===== src/rtl/vec_result_tx.sv =====
// vec_result_tx: captures a packed multiplier result and serialises it LSB-first as UART bytes.
// Optional trailing XOR checksum byte when VEC_RESULT_TX_CHECKSUM_EN is defined.
module vec_result_tx #(
  parameter int N     = 8,
  parameter int WIDTH = 8
) (
  input  logic                   clk,
  input  logic                   rst_n,
  input  logic [2*WIDTH*N-1:0]   result,
  input  logic                   result_valid,
  output logic                   result_ready,
  output logic [7:0]             tx_data,
  output logic                   tx_valid,
  input  logic                   tx_ready,
  output logic                   busy,
  output logic                   done
);
  localparam int RW     = 2*WIDTH*N;
  localparam int NBYTES = (RW + 7) / 8;
  localparam int PW     = NBYTES*8;
  localparam int CW     = $clog2(NBYTES + 1);
`ifdef VEC_RESULT_TX_CHECKSUM_EN
  typedef enum logic [1:0] {IDLE, SEND, CSUM} state_t;
  logic [7:0] csum;
`else
  typedef enum logic [1:0] {IDLE, SEND} state_t;
`endif
  state_t        state, nxt;
  logic [CW-1:0] cnt;
  logic [PW-1:0] shadow, sel;
  logic          done_q, done_nxt, xfer, last;
  assign sel          = shadow >> {cnt, 3'b000};
  assign result_ready = state == IDLE;
  assign tx_valid     = state != IDLE;
  assign busy         = state != IDLE;
  assign done         = done_q;
`ifdef VEC_RESULT_TX_CHECKSUM_EN
  assign tx_data = state == SEND ? sel[7:0] : state == CSUM ? csum : 8'h00;
`else
  assign tx_data = state == SEND ? sel[7:0] : 8'h00;
`endif
  always_comb begin
    xfer = tx_valid & tx_ready;
    last = cnt == CW'(NBYTES - 1);
`ifdef VEC_RESULT_TX_CHECKSUM_EN
    nxt = state == IDLE ? (result_valid ? SEND : IDLE)
        : state == SEND ? (xfer && last ? CSUM : SEND)
        : (xfer ? IDLE : CSUM);
    done_nxt = state == CSUM && xfer;
`else
    nxt = state == IDLE ? (result_valid ? SEND : IDLE) : (xfer && last ? IDLE : SEND);
    done_nxt = state == SEND && xfer && last;
`endif
  end
  always_ff @(posedge clk or negedge rst_n) begin
    if (!rst_n) begin
      state  <= IDLE;
      cnt    <= '0;
      shadow <= '0;
      done_q <= 1'b0;
`ifdef VEC_RESULT_TX_CHECKSUM_EN
      csum   <= 8'h00;
`endif
    end else begin
      state  <= nxt;
      done_q <= done_nxt;
      if (state == IDLE && result_valid) begin
        shadow <= PW'(result);
        cnt    <= '0;
`ifdef VEC_RESULT_TX_CHECKSUM_EN
        csum   <= 8'h00;
`endif
      end else if (state == SEND && xfer) begin
        cnt  <= last ? cnt : cnt + CW'(1);
`ifdef VEC_RESULT_TX_CHECKSUM_EN
        csum <= csum ^ tx_data;
`endif
      end
    end
  end
endmodule


===== config.mk =====
export PLATFORM = sky130hd
export DESIGN_NAME = vec_result_tx
export DESIGN_NICKNAME = d
export VERILOG_FILES = /design/src/rtl/vec_result_tx.sv
export SDC_FILE = /design/constraint.sdc
export NUM_CORES = 1
export LEC_CHECK = 0
export CORE_AREA = 5 5 121 123
export CTS_CLUSTER_SIZE = 40
export DETAILED_ROUTE_END_ITERATION = 8
export DIE_AREA = 0 0 126 128
export PLACE_DENSITY = 0.84
export SYNTH_ARGS = -nofsm -noshare
export SYNTH_HDL_FRONTEND = slang
export SYNTH_SLANG_ARGS = --single-unit

===== constraint.sdc =====
create_clock -name clk -period 2.3 [get_ports clk]
set_input_delay 0.46 -clock clk [delete_from_list [all_inputs] [get_ports clk]]
set_output_delay 0.46 -clock clk [all_outputs]
set_load 0.01 [all_outputs]

==> impl_metrics.ini, run 1 <==
[clock_tree]
htree_levels = 4
numCtsBuffers = 17
cts_tree = built
root_buffer = clkbuf_16
clock_path_buffers = 2
cts.sinks = 135
clk_pin_slew_ps = 60
clock_latency_ps = 430

[pwr]
p_per_area_mw_per_mm2 = 1380
seqPwrFrac_pct = 37.8
ir_drop_mv = 0.774
p_int_mw = 7.77
clkPwrFrac_pct = 24.2
finalPower_mw = 12.0
p_comb_share_pct = 38.0
cellLeakagePower_nw = 4.24
swShare_pct = 35.0
netSwitchingPower_mw = 4.19

[timing]
fmax_mhz = 379
setup_viol = 8
max_slew_margin_pct = 68.0
period_minus_slack_ps = 2640
clock_skew_ps = 5.96
min_period_over_period_pct = 115
slew_violations = 0
tightest_slew_ps = 480
rsz0062_at_grt = true
worst_slack_ps = -339
hold_viol = 0

[worst_setup_path]
cp-end-kind = output port
cp_slowest_stage_delay_ps = 520
path_buf_inv = 3
critPathTopFamily = multiplexers
crit_chain = buf_12 > buf_8 > mux4_2 > mux2i_2 > o22ai_2 > buf_2
cp_data_required_time_ps = 1840
critPathLaunchType = flip-flop
crit_arrival_ps = 2180
critPathSlowestCell = mux4_2
crit_type = flip-flop to output port
critPathMaxFanout = 6

[grt]
first_global_vias = 5300
use_met2_pct = 36.2
use_met3_pct = 8.25
grt-ovfl-total = 0
grt_max_degree = 84
antenna_found_initial = 0
met1_usage_pct = 30.1
gr-usage-all-layers_pct = 23.6
grt_first_pass_wirelength_um = 28900
grt-busiest-layer = met2

[final_layout]
synthToLayoutAreaGrowth_pct = 41.2
diodes = 0
drive_above_1_share_pct = 15.1
num-fill-cells = 1025
fin_cells = 997
nNetsFinal = 938

[drt]
ant_nets = 0
first_pass_iters = 5
viasPerCell = 5.30
avgRoutedWirePerCell_um = 19.0
vias = 5282
drc = 0
drt_iter0_drc = 625
drt_wl_total_um = 19000

[floorplanning]
rows = 43
start_util_pct = 45.2
die_h_um = 128
dieArea_sq_mm = 0.0161
ios = 144
die_x_um = 126
core_area_sq_mm = 0.0136

[place]
place_congestion = 0.921
dp.final_hpwl_um = 12800
io_buffers = 143
placed_cells = 951

[min_path]
hold_class = flip-flop to flip-flop

[synthesis]
postSynthNetCount = 783
ys_seq_area_share_pct = 55.1
yosys_warnings = 0
synth_cell_types = 33
ys_seq_elements = 135
synth.avg_cell_area_sq_um = 9.45
syn-cell-area_sq_mm = 0.00613
postSynthCellCount = 649

[run_status]
status = finished, violations left
violations = negative setup slack

[run]
cap_violations = 0
-- cell families (layout without fill, tap and decap cells) --
kind of cell | after synthesis | after routing | share of synthesized area, %
muxes | 44 | 44 | 13.3
and+or+nand+nor | 404 | 404 | 25.3
buffers and inverters | 43 | 211 | 3.61
xor gates and xnor gates | 3 | 3 | 0.428
DFF | 135 | 135 | 55.1
AOI/OAI and AO/OA | 18 | 18 | 1.88
adders and majority gates | 2 | 2 | 0.408
-- layout make-up --
cell class                      count  area [sq um]  area share [%]
Inverter                            3          11.3           0.130
Clock buffer                       24           482            5.56
Multi-Input combinational cell    471          2630            30.4
Clock inverter                      8           145            1.68
Tap cell                          180           225            2.60
Timing Repair Buffer              176          1790            20.6
Sequential cell                   135          3380            39.0
-- synthesized netlist by cell type --
cell type	number	area, sq um
a22oi_1	5	37.5
a31o_1	1	8.76
a31oi_1	1	6.26
and3_1	2	12.5
and3b_1	1	8.76
buf_1	3	11.3
buf_12	1	20.0
buf_2	14	70.1
buf_4	1	7.51
buf_6	3	33.8
clkbuf_1	18	67.6
dfrtp_1	135	3380
ha_1	2	25.0
inv_1	2	7.51
inv_2	1	3.75
mux2_2	2	22.5
mux2i_1	12	120
mux4_2	30	676
nand2_1	388	1460
nand3b_1	1	7.51
nand4_1	1	6.26
nor2_1	5	18.8
nor2_2	2	12.5
nor2b_1	1	6.26
o211ai_1	1	7.51
o21ai_0	1	5.00
o21ai_1	6	30.0
o22ai_1	2	12.5
o31ai_1	1	7.51
or3_1	2	12.5
or3b_1	1	8.76
xnor2_1	1	8.76
xor2_1	2	17.5
-- flip-flops by register name (all words and copies together) (netlist names) --
name / flops
done: 1
cnt: 5
state: 1
shadow: 128
-- cell usage in the layout (no fill, tap or decap), drive strengths merged, types with 3 or more instances in the layout --
cell,count
inv,3
dfrtp,135
buf,41
mux4,30
clkbuf,24
nand2,388
clkdlybuf4s50,134
a22oi,5
bufinv,4
mux2i,12
nor2,7
o21ai,7
-- metal layers --
layer,vias up,part of all wire (%)
li1,2383,-
met1,2560,38
met2,286,48
met3,53,9.4
met4,0,4.2
met5,-,0
-- path summary, 6_finish.rpt --
kind / startpoint / to / slack, ps / depth (start not counted)
worst max-delay path: cnt[0] / tx_data[1] / -340 / 6
worst min-delay path: shadow[115] / shadow[115] / 470 / 2
worst max register to register: cnt[0] / cnt[4] / 60 / 10
worst min register to register: shadow[115] / shadow[115] / 470 / 2
max in group asynchronous: rst_n / cnt[0] / 1040 / 3
min in group asynchronous: rst_n / shadow[61] / 550 / 2
-- tightest hold or removal path: cells and delay by family (launching register included) --
| family | cells | cell delay (ps) |
|---|---|---|
| DFF | 1 | 340 |
| and+or+nand+nor | 2 | 100 |
-- stage by stage --
step / TNS [ps] / hold slack (ps) / worst slack, ps / instance area, sq um / utilization, %
finish: -2360 / 471 / -339 / 8660 / 63.9
global placement: -991 / 428 / -151 / 7850 / 57.9
detailed placement: -1280 / 426 / -212 / 7850 / 57.9
floorplan: 0 / 164 / 343 / 6130 / -
global route: -2870 / 494 / -401 / 8660 / 63.9
CTS: -2180 / 470 / -308 / 8590 / 63.4
-- timing repair --
item / in CTS / in global routing
pin swaps: 4 / 2
endpoints found under the setup margin: 8 / 10
gates resized for setup: 47 / 14
endpoints found under the hold margin: 48 / 0
hold buffers: 1 / 0
cloned: 1 / 0
buffers inserted: 9 / 6
-- power groups by stage --
stage | Sequential (mW) | Combinational [mW] | Clock (mW)
2_1_floorplan | 3.95 | 2.76 | 0
3_3_place_gp | 4.43 | 3.81 | 0
3_5_place_dp | 4.40 | 4.03 | 0
4_1_cts | 4.39 | 4.28 | 2.91
5_1_grt | 4.56 | 4.94 | 3.02
6_report | 4.52 | 4.55 | 2.90
No activity file was read; power rests on OpenSTA's default activity.
==> run 2: changes to the inputs <==
- CTS_CLUSTER_DIAMETER: default -> 60
==> results of run 2 <==
Same layout as run 1: the final DEF is identical, and so are final timing and power.
==> run 3: changes to the inputs <==
- GPL_TIMING_DRIVEN: default -> 0
==> run 3 against run 2 <==
Compared with the run above: the run still ends with negative setup slack left; critical path type unchanged; critical path depth did not move; worst setup slack got worse by 48 ps; final cell count rose by 1.4%; routed wire length rose by 0.40%; largest power group unchanged; sequential share of layout area fell by 0.068 points.
==> impl_metrics.ini, run 3 (synthesized netlist as in run 1, its figures left out) <==
[run_status]
status = finished, violations left
violations = negative setup slack

[timing]
slew_violations = 0
worst_slack_ps = -388
tightest_slew_ps = 726
clock_skew_ps = 5.85
min_period_over_period_pct = 117
hold_viol = 0
fmax_mhz = 372
setup_viol = 8
max_slew_margin_pct = 51.6
tns_ps = -2920
rsz0062_at_grt = true
period_minus_slack_ps = 2690

[run]
cap_violations = 0

[worst_setup_path]
cp-end-kind = output port
crit_arrival_ps = 2230
critPathMaxFanout = 8
cp_data_required_time_ps = 1840
critPathLaunchType = flip-flop
crit_type = flip-flop to output port

[drt]
drc = 0
ant_nets = 0
first_pass_iters = 7
avgRoutedWirePerCell_um = 18.9
drt_iter0_drc = 634
vias = 5333
drt_wl_total_um = 19100
viasPerCell = 5.27

[clock_tree]
htree_levels = 4
numCtsBuffers = 17
root_buffer = clkbuf_16
cts_tree = built
cts_hold_buf = 0
clock_path_buffers = 2
cts.sinks = 135
clock_latency_ps = 420
clk_pin_slew_ps = 60

[final_layout]
top_register = shadow
largest_registers = shadow: 128 flops, cnt: 5 flops
final_cell_mix = nand2_1 (388), dfrtp_1 (134), clkdlybuf4s50_1 (134), mux4_2 (30), buf_2 (22)
synthToLayoutAreaGrowth_pct = 41.4
diodes = 0
nNetsFinal = 953
final_area_sq_mm = 0.00868
drive_above_1_share_pct = 13.6
largest_reg_flops = 128
final_common_cell = nand2_1
num-fill-cells = 1031
register_area_sq_mm = 0.00338
multi_input_area_sq_mm = 0.00258

[floorplanning]
die_h_um = 128
die_x_um = 126
dieArea_sq_mm = 0.0161
rows = 43
start_util_pct = 45.2
ios = 144
core_area_sq_mm = 0.0136

[place]
dpl_cell_area_sq_mm = 0.00782
io_buffers = 143
dp.final_hpwl_um = 12800
place_congestion = 0.852

[grt]
grt_max_degree = 78
use_met2_pct = 38.8
grt-busiest-layer = met2
grt_first_pass_wirelength_um = 29600
first_global_vias = 5731
use_met3_pct = 7.12
gr-usage-all-layers_pct = 23.9
antenna_found_initial = 0
met1_usage_pct = 29.9
grt-ovfl-total = 0

[pwr]
ir_drop_mv = 0.709
cellLeakagePower_nw = 4.27
p_per_area_mw_per_mm2 = 1400

[min_path]
hold_class = primary input to asynchronous set/reset pin
## run 3: cell count changes in the layout (fill, tap and decap cells not counted), sizes merged
cell	delta
buf	-1
dlygate4sd3	-1
bufinv	+4
clkinvlp	-1
clkbuf	+12
inv	+1
## run 3: layout make-up
cell class / instances / share of cell area [%]
clock buffers: 19 / 5.22
plain buffers: 39 / 2.71
repair buffers: 152 / 17.5
well taps: 180 / 2.60
multi-input cells: 471 / 29.8
flip-flops and latches: 135 / 39.0
inverters: 3 / 0.130
clock inverters: 12 / 3.12
## run 3: per-layer routing
metal  share of wire [%]  wire length (um)
met1                  40              7650
met2                  48              9170
met3                 8.4              1610
met4                 3.4               642
met5                   0                 0
## run 3: what timing repair did
| action | in CTS | in global routing |
|---|---|---|
| resized for setup | 53 | 1 |
| cloned | 1 | 0 |
| endpoints found under the setup margin | 8 | 10 |
| setup buffers | 7 | 0 |
| pin swaps | 5 | 1 |
## run 3: path summary, 6_finish.rpt
check	cells past startpoint	slack (ps)	endpoint	from
setup reg to reg	8	70	cnt[2]	cnt[2]
setup / recovery	6	-390	tx_data[2]	cnt[0]
min in group clk	2	470	shadow[80]	shadow[80]
hold / removal	1	70	shadow[56]	rst_n
hold reg to reg	2	470	shadow[80]	shadow[80]
max in group asynchronous	2	1500	shadow[95]	rst_n
## run 3: per-stage QoR
step	std cells	hold WS, ps	power, mW	util [%]	worst slack [ps]
3_5_place_dp	973	457	8.32	57.7	-355
3_3_place_gp	972	451	8.13	57.5	-4480
6_report	1011	70.0	12.1	64.0	-388
2_1_floorplan	649	164	6.72	-	343
5_1_grt	1011	131	12.6	64.0	-442
4_1_cts	1012	104	12.0	64.0	-362
## run 3: where the power goes
| group | internal [mW] | leakage (nW) | total (mW) | switching, mW |
|---|---|---|---|---|
| clock | 2.31 | 0.350 | 3.35 | 1.04 |
| sequential | 3.52 | 1.69 | 4.21 | 0.688 |
| combinational | 2.24 | 2.23 | 4.55 | 2.31 |
## run 3: worst max-delay path, stage by stage (launching register included)
cell and delay [ps]:
dfrtp_1 400, buf_12 170, buf_12 150, mux4_2 540
mux2i_1 210, o21ai_1 150, buf_2 170
